===== config.mk =====
export PLATFORM = sky130hd
export DESIGN_NAME = hazard_stall_controller
export DESIGN_NICKNAME = d
export VERILOG_FILES = /design/src/rtl/hazard_stall_controller.sv
export SDC_FILE = /design/constraint.sdc
export NUM_CORES = 1
export LEC_CHECK = 0
export ABC_AREA = 1
export CORE_UTILIZATION = 38
export DETAILED_ROUTE_END_ITERATION = 16
export PLACE_DENSITY = 0.89
export RECOVER_POWER = 25
export SYNTH_ARGS = -nofsm -noshare
export SYNTH_HDL_FRONTEND = slang
export SYNTH_SLANG_ARGS = --single-unit

===== constraint.sdc =====
create_clock -name clk -period 2.6 [get_ports clk]
set_clock_uncertainty 0.05 [all_clocks]
set_input_delay 0.26 -clock clk [delete_from_list [all_inputs] [get_ports clk]]
set_output_delay 0.26 -clock clk [all_outputs]
set_load 0.005 [all_outputs]

===== src/rtl/hazard_stall_controller.sv =====
// Load-use / branch-flush / mul-div stall sequencer for the 5-stage core.
// Optional perf counters are built only when HAZARD_PERF_CNT_EN is defined.
module hazard_stall_controller #(
    parameter int LOAD_STALL_CYCLES = 1,
    parameter int MD_TIMEOUT        = 40
) (
    input  logic        clk,
    input  logic        rst_n,
    input  logic [4:0]  id_rs1,
    input  logic [4:0]  id_rs2,
    input  logic        id_uses_rs2,
    input  logic [4:0]  ex_rd,
    input  logic        ex_mem_read,
    input  logic        ex_branch_taken,
    input  logic        md_start,
    input  logic        md_done,
    output logic        pc_write,
    output logic        if_id_write,
    output logic        if_id_flush,
    output logic        id_ex_bubble,
    output logic        ex_hold,
    output logic        ex_mem_bubble,
    output logic        md_go,
    output logic        md_timeout,
    output logic [1:0]  state_dbg,
    output logic [15:0] stall_cycles,
    output logic [15:0] flush_count
);
    localparam int CW = $clog2(MD_TIMEOUT + 1);
    localparam logic [CW-1:0] LD_INIT = CW'(LOAD_STALL_CYCLES - 1);
    localparam logic [CW-1:0] MD_LAST = CW'(MD_TIMEOUT - 1);
    localparam logic [CW-1:0] ONE     = CW'(1);

    typedef enum logic [1:0] {
        RUN      = 2'b00,
        LD_STALL = 2'b01,
        MD_WAIT  = 2'b10
    } state_t;

    state_t        state, state_nx;
    logic [CW-1:0] cnt, cnt_nx;
    logic          set_timeout;
    logic          load_use;

    assign load_use = ex_mem_read && (ex_rd != 5'd0) &&
                      ((ex_rd == id_rs1) || (id_uses_rs2 && (ex_rd == id_rs2)));

    always_ff @(posedge clk or negedge rst_n) begin
        if (!rst_n) begin
            state      <= RUN;
            cnt        <= '0;
            md_timeout <= 1'b0;
        end else begin
            state <= state_nx;
            cnt   <= cnt_nx;
            if (set_timeout) md_timeout <= 1'b1;
        end
    end

    // Outputs are gated by rst_n so reset forces defaults even with live hazards.
    always_comb begin
        state_nx      = state;
        cnt_nx        = cnt;
        set_timeout   = 1'b0;
        pc_write      = 1'b1;
        if_id_write   = 1'b1;
        if_id_flush   = 1'b0;
        id_ex_bubble  = 1'b0;
        ex_hold       = 1'b0;
        ex_mem_bubble = 1'b0;
        md_go         = 1'b0;
        if (rst_n) begin
            case (state)
                RUN: begin
                    if (ex_branch_taken) begin
                        if_id_flush  = 1'b1;
                        id_ex_bubble = 1'b1;
                    end else if (md_start) begin
                        md_go         = 1'b1;
                        pc_write      = 1'b0;
                        if_id_write   = 1'b0;
                        ex_hold       = 1'b1;
                        ex_mem_bubble = 1'b1;
                        cnt_nx        = '0;
                        state_nx      = MD_WAIT;
                    end else if (load_use) begin
                        pc_write     = 1'b0;
                        if_id_write  = 1'b0;
                        id_ex_bubble = 1'b1;
                        if (LOAD_STALL_CYCLES > 1) begin
                            cnt_nx   = LD_INIT;
                            state_nx = LD_STALL;
                        end
                    end
                end
                LD_STALL: begin
                    pc_write     = 1'b0;
                    if_id_write  = 1'b0;
                    id_ex_bubble = 1'b1;
                    cnt_nx       = cnt - ONE;
                    if (cnt <= ONE) state_nx = RUN;
                end
                MD_WAIT: begin
                    pc_write    = 1'b0;
                    if_id_write = 1'b0;
                    cnt_nx      = cnt + ONE;
                    // md_done takes priority over a timeout landing on the same cycle
                    if (md_done) begin
                        state_nx = RUN;
                    end else if (cnt >= MD_LAST) begin
                        set_timeout = 1'b1;
                        state_nx    = RUN;
                    end else begin
                        ex_hold       = 1'b1;
                        ex_mem_bubble = 1'b1;
                    end
                end
                default: begin
                    state_nx = RUN;
                    cnt_nx   = '0;
                end
            endcase
        end
    end

    assign state_dbg = state;

`ifdef HAZARD_PERF_CNT_EN
    logic [15:0] stall_q, flush_q;

    always_ff @(posedge clk or negedge rst_n) begin
        if (!rst_n) begin
            stall_q <= 16'h0000;
            flush_q <= 16'h0000;
        end else begin
            if (!pc_write && (stall_q != 16'hFFFF)) stall_q <= stall_q + 16'h0001;
            if (if_id_flush && (flush_q != 16'hFFFF)) flush_q <= flush_q + 16'h0001;
        end
    end

    assign stall_cycles = stall_q;
    assign flush_count  = flush_q;
`else
    assign stall_cycles = 16'h0000;
    assign flush_count  = 16'h0000;
`endif

endmodule


==> results.sh <==
export IMPL_status="completed"
export IMPL_synth_seq_area_share=0.209
export IMPL_hold_path_class="reg -> reg"
export IMPL_relSlewSlack=0.662
export IMPL_fin_crit_ps=2260
export IMPL_ys_flop_type="dfrtp_1"
export IMPL_grt_pass1_vias=684
export IMPL_syn_to_final_growth_pct=22.8
export IMPL_worst_pin_slew_ps=507
export IMPL_gp_congestion=0.872
export IMPL_hold_ws_ps=410
export IMPL_dr_pass1_iters=4
export IMPL_hold_buffers=0
export IMPL_vias=881
export IMPL_row_count=17
export IMPL_vias_per_cell=4.16
export IMPL_cp_end_kind="output port"
export IMPL_clk_latency_ps=250
export IMPL_yosysWarnings=0
export IMPL_period_share=0.871
export IMPL_htreeDepth=1
export IMPL_n_fill_cell=227
export IMPL_antenna_found_initial=0
export IMPL_setup_violations=0
export IMPL_synthesis_area_um2=960
export IMPL_critPathLaunchType="flip-flop"
export IMPL_core_area_um2=2300
export IMPL_drt_iter0_markers=28
export IMPL_cp_max_fo=6
export IMPL_path_class="reg -> out"
export IMPL_post_cts_buffers=0
export IMPL_numCtsBuffers=3
export IMPL_netlist_top_cells_count="nand2_1, buf_4, inv_1, nor2_1, dfrtp_1"
export IMPL_hpwl_mm=1.52
export IMPL_clock_sinks=8
export IMPL_synth_cells=153
export IMPL_dieArea_um2=2730
export IMPL_synthArstFlopShare=1.00
export IMPL_cts_tree="done"
export IMPL_postRouteWirelength_mm=1.78
export IMPL_vdd_drop_max_uv=306
export IMPL_diodes=0
export IMPL_grt_setup_unrepaired="false"
export IMPL_drcViolationCount=0
export IMPL_clock_root_buffer="clkbuf_4"
export IMPL_multi_input_area_um2=517
export IMPL_grt_overflow_total=0
export IMPL_hold_viol_final=0
export IMPL_synth_avg_cell_area_um2=6.27
export IMPL_yosysMostFrequentCell="nand2_1"
export IMPL_grt_pass1_wl_mm=2.72
export IMPL_grt_max_degree=11
export IMPL_start_util=0.418
export IMPL_drive_above_1_share=0.0489
export IMPL_fin_setup_tns_ps=0
export IMPL_grt_usage=0.139
export IMPL_post_drt_wl_per_cell_um=8.38
export IMPL_synth_cell_types=22
export IMPL_drtAntennaViolNets=0
export IMPL_io_buffers=30
export IMPL_cap_viol_max_count=0
export IMPL_slew_violations=0
export IMPL_p_leak_nw=0.681
export IMPL_clockBufferDepth=2
export IMPL_synthTopCellsByArea="buf_4, dfrtp_1, nand2_1, inv_1, nor2_1"
export IMPL_finalNetCount=209
export IMPL_ios=64
export IMPL_die_w_um=52.3
export IMPL_synth_edf_count=0
export IMPL_synth_top_area_cell="buf_4"
export IMPL_synth_seq_cells=8
export IMPL_required_ps=2290
export IMPL_clk_pin_slew_ps=50
export IMPL_seq_area_um2=200
export IMPL_crit_arrival_ps=1950
export IMPL_cts_repair_resized=0
export IMPL_synth_top_area_share=0.274
export IMPL_fmax_mhz=442
export IMPL_power_density_nw_per_um2=427
export IMPL_die_h_um=52.3
## state kept, by name, summed over array words and instances (netlist names)
name        flops
cnt             6
md_timeout      1
state_dbg       1
## stage by stage
stage                      util  worst slack (ps)  total power [mW]  instances  area (um^2)
after CTS                 0.515               316             0.510        212         1180
after global routing      0.513               187             0.558        212         1180
final                     0.513               336             0.503        212         1180
after detailed placement  0.505               387             0.412        209         1160
after global placement    0.505               429             0.408        209         1160
after floorplan               -              1110             0.351        185         1080
## cells by family (layout without fill, tap and decap cells)
group / count (synthesis) / after routing / share of synthesized area
fa+ha+maj: 1 / 1 / 0.0130
buf+inv: 61 / 60 / 0.378
xor+xnor: 1 / 1 / 0.00913
flops: 8 / 8 / 0.209
compound gates: 11 / 11 / 0.0678
simple gates: 70 / 70 / 0.319
other cells: 1 / 33 / 0.00391
## final cells by class
type,instances,share of cell area
Multi-Input combinational cell,116,0.438
Timing Repair Buffer,31,0.258
Sequential cell,8,0.170
Inverter,26,0.0849
Tap cell,28,0.0297
Clock buffer,3,0.0191
## report_power, final
group          switching, mW  internal, mW
clock                 0.0403        0.0527
combinational          0.104         0.105
sequential            0.0382         0.162
## path summary, 6_finish.rpt
path                              startpoint    endpoint  slack, ps  cells past startpoint
worst min register to register    md_timeout  md_timeout        410                      1
worst max register to register  state_dbg[1]      cnt[4]       1210                      7
max in group asynchronous              rst_n      cnt[0]       1580                      2
worst min-delay path              md_timeout  md_timeout        410                      1
min in group asynchronous              rst_n  md_timeout        580                      2
worst max-delay path                  cnt[0]     ex_hold        340                      7
## per-layer routing
layer	global-route usage	routed length, um
met5	0	0
met4	0.0965	43
met3	0.0261	156
met2	0.254	866
met1	0.141	709
## critical path: stages (launching register included)
cell,delay (ps)
dfrtp_1,430
ha_1,250
nand2_1,80
a31oi_1,110
nor2_1,110
nor2_1,60
nor2_1,130
clkdlybuf4s50_1,530
## cells in the final DEF (no fill, tap or decap), drive strengths merged, types with 2 or more instances in the layout
master,n
clkbuf,4
clkdlybuf4s50,29
conb,33
dfrtp,8
inv,26
nand2,43
nand3,7
nand4,4
nor2,14
nor3,2
o21ai,7
No activity file was read; power rests on OpenSTA's default activity.
